## config.mk

```make
export PLATFORM = sky130hd
export DESIGN_NAME = encoder
export DESIGN_NICKNAME = d
export VERILOG_FILES = /design/src/rtl/encoder.sv
export SDC_FILE = /design/constraint.sdc
export NUM_CORES = 1
export LEC_CHECK = 0
export BUFFER_PORTS_ARGS = -buffer_cell sky130_fd_sc_hd__buf_4
export CELL_PAD_IN_SITES_DETAIL_PLACEMENT = 1
export CELL_PAD_IN_SITES_GLOBAL_PLACEMENT = 2
export CORE_MARGIN = 2
export CORE_UTILIZATION = 43
export CTS_CLUSTER_SIZE = 8
export DETAILED_ROUTE_END_ITERATION = 10
export PLACE_DENSITY_LB_ADDON = 0.15
export SLEW_MARGIN = 10
export SYNTH_ARGS = -nofsm -noshare
export SYNTH_HDL_FRONTEND = slang
export SYNTH_SLANG_ARGS = --single-unit
```

## constraint.sdc

```tcl
create_clock -name clk -period 5.5 [get_ports clk]
set_input_delay 0.275 -clock clk [delete_from_list [all_inputs] [get_ports clk]]
set_output_delay 0.275 -clock clk [all_outputs]
set_load 0.02 [all_outputs]
```

## src/rtl/encoder.sv

```systemverilog
// Streaming systematic Reed-Solomon encoder over GF(2^EGF_DIM).
// Each frame is MSG_CYC message words echoed with one cycle of latency, followed by
// PAR_CYC parity words. A free-running frame counter defines the framing; there is no handshake.
// Optional feature: define ENC_SOF_EN to add the registered enc_sof start-of-frame flag.
// rst_n is a synchronous reset that is ACTIVE-HIGH despite its name.

module encoder #(
  parameter int unsigned        EGF_DIM  = 8,
  parameter int unsigned        ENC_SYM  = 4,
  parameter int unsigned        MSG_CYC  = 12,
  parameter int unsigned        PAR_CYC  = 4,
  // Field polynomial without its implicit x^EGF_DIM term (0x11D -> 0x1D)
  parameter logic [EGF_DIM-1:0] GF_POLY  = 'h1D,
  parameter logic [EGF_DIM-1:0] GF_ALPHA = 'h02
) (
  input  logic                       clk,
  input  logic                       rst_n,
  input  logic [ENC_SYM*EGF_DIM-1:0] gen_data,
`ifdef ENC_SOF_EN
  output logic                       enc_sof,
`endif
  output logic [ENC_SYM*EGF_DIM-1:0] enc_data
);

  localparam int unsigned BusW     = ENC_SYM * EGF_DIM;
  localparam int unsigned NPar     = PAR_CYC * ENC_SYM;
  localparam int unsigned FrameCyc = MSG_CYC + PAR_CYC;
  localparam int unsigned CntW     = (FrameCyc > 1) ? $clog2(FrameCyc) : 1;

  typedef logic [EGF_DIM-1:0] sym_t;

  // GF(2^m) multiply; with one constant operand it reduces to a fixed XOR network.
  function automatic sym_t gf_mul(sym_t a, sym_t b);
    sym_t p;
    p = '0;
    for (int i = EGF_DIM - 1; i >= 0; i--) begin
      p = {p[EGF_DIM-2:0], 1'b0} ^ (p[EGF_DIM-1] ? GF_POLY : '0);
      if (b[i]) begin
        p = p ^ a;
      end
    end
    return p;
  endfunction

  // g(x) = prod (x - alpha^i), i = 0..NPar-1; returns g_0..g_{NPar-1} (monic term dropped).
  function automatic logic [NPar-1:0][EGF_DIM-1:0] gen_poly();
    logic [NPar:0][EGF_DIM-1:0] g;
    sym_t                       root;
    g    = '0;
    g[0] = sym_t'(1);
    root = sym_t'(1);
    for (int i = 0; i < int'(NPar); i++) begin
      for (int j = i + 1; j >= 1; j--) begin
        g[j] = g[j-1] ^ gf_mul(g[j], root);
      end
      g[0] = gf_mul(g[0], root);
      root = gf_mul(root, GF_ALPHA);
    end
    return g[NPar-1:0];
  endfunction

  localparam logic [NPar-1:0][EGF_DIM-1:0] GenCoef = gen_poly();

  logic [CntW-1:0]              cnt_q, cnt_d;
  logic [NPar-1:0][EGF_DIM-1:0] par_q, par_d, par_msg;
  logic [BusW-1:0]              enc_data_q, enc_data_d;
  logic                         msg_phase;
  logic                         last_cyc;
  sym_t                         fb;

  assign msg_phase = (cnt_q < CntW'(MSG_CYC));
  assign last_cyc  = (cnt_q == CntW'(FrameCyc - 1));

  // Absorb every symbol of the bus word into the parity LFSR, earliest symbol first.
  always_comb begin
    par_msg = par_q;
    fb      = '0;
    for (int s = 0; s < int'(ENC_SYM); s++) begin
      fb = gen_data[BusW-1-s*EGF_DIM -: EGF_DIM] ^ par_msg[NPar-1];
      for (int k = NPar - 1; k >= 1; k--) begin
        par_msg[k] = par_msg[k-1] ^ gf_mul(fb, GenCoef[k]);
      end
      par_msg[0] = gf_mul(fb, GenCoef[0]);
    end
  end

  // Next-state: echo message words, then shift parity out top-down; gen_data is not used
  // at all in parity slots so undefined input cannot reach the state.
  always_comb begin
    cnt_d = last_cyc ? '0 : cnt_q + CntW'(1);
    if (msg_phase) begin
      par_d      = par_msg;
      enc_data_d = gen_data;
    end else begin
      enc_data_d = par_q[NPar-1 -: ENC_SYM];
      par_d      = last_cyc ? '0 : (par_q << BusW);
    end
  end

  // State registers with synchronous, active-high reset.
  always_ff @(posedge clk) begin
    if (rst_n) begin
      cnt_q      <= '0;
      par_q      <= '0;
      enc_data_q <= '0;
    end else begin
      cnt_q      <= cnt_d;
      par_q      <= par_d;
      enc_data_q <= enc_data_d;
    end
  end

  assign enc_data = enc_data_q;

`ifdef ENC_SOF_EN
  logic enc_sof_q;

  // Flag the cycle whose output carries message word 0.
  always_ff @(posedge clk) begin
    if (rst_n) begin
      enc_sof_q <= 1'b0;
    end else begin
      enc_sof_q <= (cnt_q == '0);
    end
  end

  assign enc_sof = enc_sof_q;
`endif

endmodule

```

==> metrics.md <==
| Metric | Value |
|---|---|
| Status | complete, no violations |
| Die area | 39,900 um^2 |
| Core ar. | 37,800 um^2 |
| Final WL | around 83,000 um |
| F_max | 185 MHz |
| CTS sink cnt | 164 |
| Final Slew Violations | 0 |
| Vias/cell | 5.64 |
| Vias in the first global route | 13,500 |
| Clock Tree Buf Depth | 2 |
| # DRC | 0 |
| CTS tree | built |
| Hold Crit Class | input port to register |
| Fraction of layout cells with a size suffix above 1 | 0.222 |
| Nets | 1,851 |
| Antenna diode count | 0 |
| Final Hold Fails | 0 |
| Initial antenna violation count | 1 |
| Post-route ant nets | 0 |
| I/O pin count | 66 |
| Cts bufs inserted | 17 |
| Yosys warnings | 0 |
| Ranking of synthesized cells by area | xnor2_1 36%, dfxtp_1 20%, xnor3_1 15%, xor2_1 6.4%, xnor2_2 3.5% |
| Yosys top cell area share | 0.356 |
| Post-DP HPWL | 66,900 um |
| Fin util | 0.521 |
| Grt ovf | 0 |
| Post-synth top flop | dfxtp_1 |
| H-Tree Depth | 4 |
| Clock Skew | 0.00971 ns |
| RePlAce Congestion | about 1.1 |
| Post-synth EDFFs | 0 |
| DRT Pass-1 Iters | 5 |
| Die extent in x | about 200 um |
| Die Span Y | between 150 and 200 um |
| Critical Setup Path Class | register to register |
| Worst EP arrival | 5.79 ns |
| WL/cell | ~35 um |
| Async SR Flop Fraction | 0 |
| Fin crit period | 5.42 ns |
| Later-pin clock latency in the skew report | 0.47 ns |
| Worst slew margin | 0.229 |
| Initial Util | 0.437 |
| Num rows | 71 |
| Final TNS setup | 0 ns |
| Synthesized instance count | approximately 1,600 |
| Area delta synth->final | 19.2% |
| Fill cells | 4,220 |
| Post-CTS Setup Inserts | 0 |
| CP Capture Type | register |
| # setup viols final | 0 |
| Vias | 13,200 |
| Mapped cell area | roughly 16,000 um^2 |
| Unique cell type count in the Yosys netlist | 39 |
| Avg Cell Area, Syn | approximately 10 um^2 |
| Clock Tree Root | clkbuf_16 |
| Crit path launch type | register |
| Mapped Nets | 1,611 |
| Clk pin slew, worst setup/hold paths | 0.08 ns |
| Flops & latches, synth | 164 |
| Largest net degree at the start of global routing | 54 |
| Number of port buffers | 65 |
| Cell with the most instances after synthesis | xnor2_1 |
| Post-Layout Cell Count | 2,339 |
| Share of the yosys chip area belonging to registers | 0.199 |
| Required @ worst endpoint | 5.87 ns |
| DRT iter0 DRCs | 1,368 |
| First-pass GRT wire length | 112,000 um |
| Tcrit/Tclk final | 0.985 |
| RSZ-0062 raised after global routing | no |
| Max-Cap Viols | 0 |
| GRT Total Usage | 0.427 |
| Commonest cells post-synth | 671 x xnor2_1, 164 x dfxtp_1, 121 x xor2_1 |
| Cell taking the most area after synthesis | xnor2_1 |
| Crit path max fanout | 8 |
| # placed instances | 2,308 |
| Worst Tran Pin Value | roughly 1.1 ns |
==> sequential cells by signal, indices dropped and copies added (netlist names) <==
register / count
par_q: 128
cnt_q: 4
enc_data: 32
==> cell families (layout without fill, tap and decap cells) <==
family / Yosys count / count (layout) / synth area share
compound gates: 143 / 143 / 0.0481
buf+inv: 69 / 321 / 0.0206
simple gates: 216 / 216 / 0.0587
flops: 164 / 164 / 0.199
xor+xnor: 983 / 983 / 0.673
fa+ha+maj: 1 / 1 / 0.000758
==> final cells by class <==
| class | count | area, um^2 | share of cell area |
|---|---|---|---|
| repair buffers | 286 | 2230 | 0.114 |
| multi-input cells | 1343 | 12900 | 0.657 |
| inverters | 4 | 15.0 | 0.000764 |
| flip-flops and latches | 164 | 3280 | 0.167 |
| clock inverters | 12 | 119 | 0.00605 |
| clock buffers | 19 | 443 | 0.0225 |
| well taps | 511 | 639 | 0.0325 |
==> worst paths after layout <==
check               from  cells after the start          end  slack (ns)
max           par_q[125]                     14    par_q[85]        0.08
max reg2reg   par_q[125]                     14    par_q[85]        0.08
min reg2reg     cnt_q[0]                      1     cnt_q[0]        0.46
min          gen_data[9]                      3  enc_data[9]        0.07
==> metrics by stage <==
stage          area (um^2)  hold slack [ns]  setup WS [ns]
3_3_place_gp         19100            0.434         0.0416
5_1_grt              19700           0.0691         0.0154
2_1_floorplan        16500            0.415          0.858
6_report             19700           0.0658         0.0815
3_5_place_dp         19100            0.457         0.0432
4_1_cts              19600           0.0459         0.0292
==> critical path: stages, from the launching register on <==
cell,delay [ns]
dfxtp_1,0.51
xor2_2,0.48
xnor3_2,0.59
buf_4,0.21
xor2_2,0.29
xnor2_4,0.16
buf_4,0.23
xnor3_1,0.50
buf_4,0.23
xor2_1,0.44
xnor3_1,0.51
xnor2_1,0.56
xnor2_1,0.25
xnor2_1,0.17
a22o_1,0.18
==> layout by cell type, fill, tap and decap left out, drive strengths merged, types with 28 or more instances in the layout <==
cell type  Yosys  routed
a21oi         72      72
buf           23     286
dfxtp        164     164
nand2        102     102
nor2          62      62
nor3b         28      28
o21ai         50      50
xnor2        725     725
xnor3        115     115
xor2         135     135
==> routing by layer <==
layer,routed length (um),up-vias,GRT usage
li1,-,5513,-
met1,32900,6605,0.544
met2,35100,795,0.641
met3,7860,268,0.102
met4,6790,2,0.293
met5,17,-,0
==> what timing repair did <==
item                                   CTS  global route
hold buffers                             0             0
endpoints found under the hold margin    0             0
gates resized for setup                  0             2
setup endpoints to repair                0             4
Power is not shown: default switching activity piles up to over one toggle a cycle in this logic, so the estimate is an artifact.
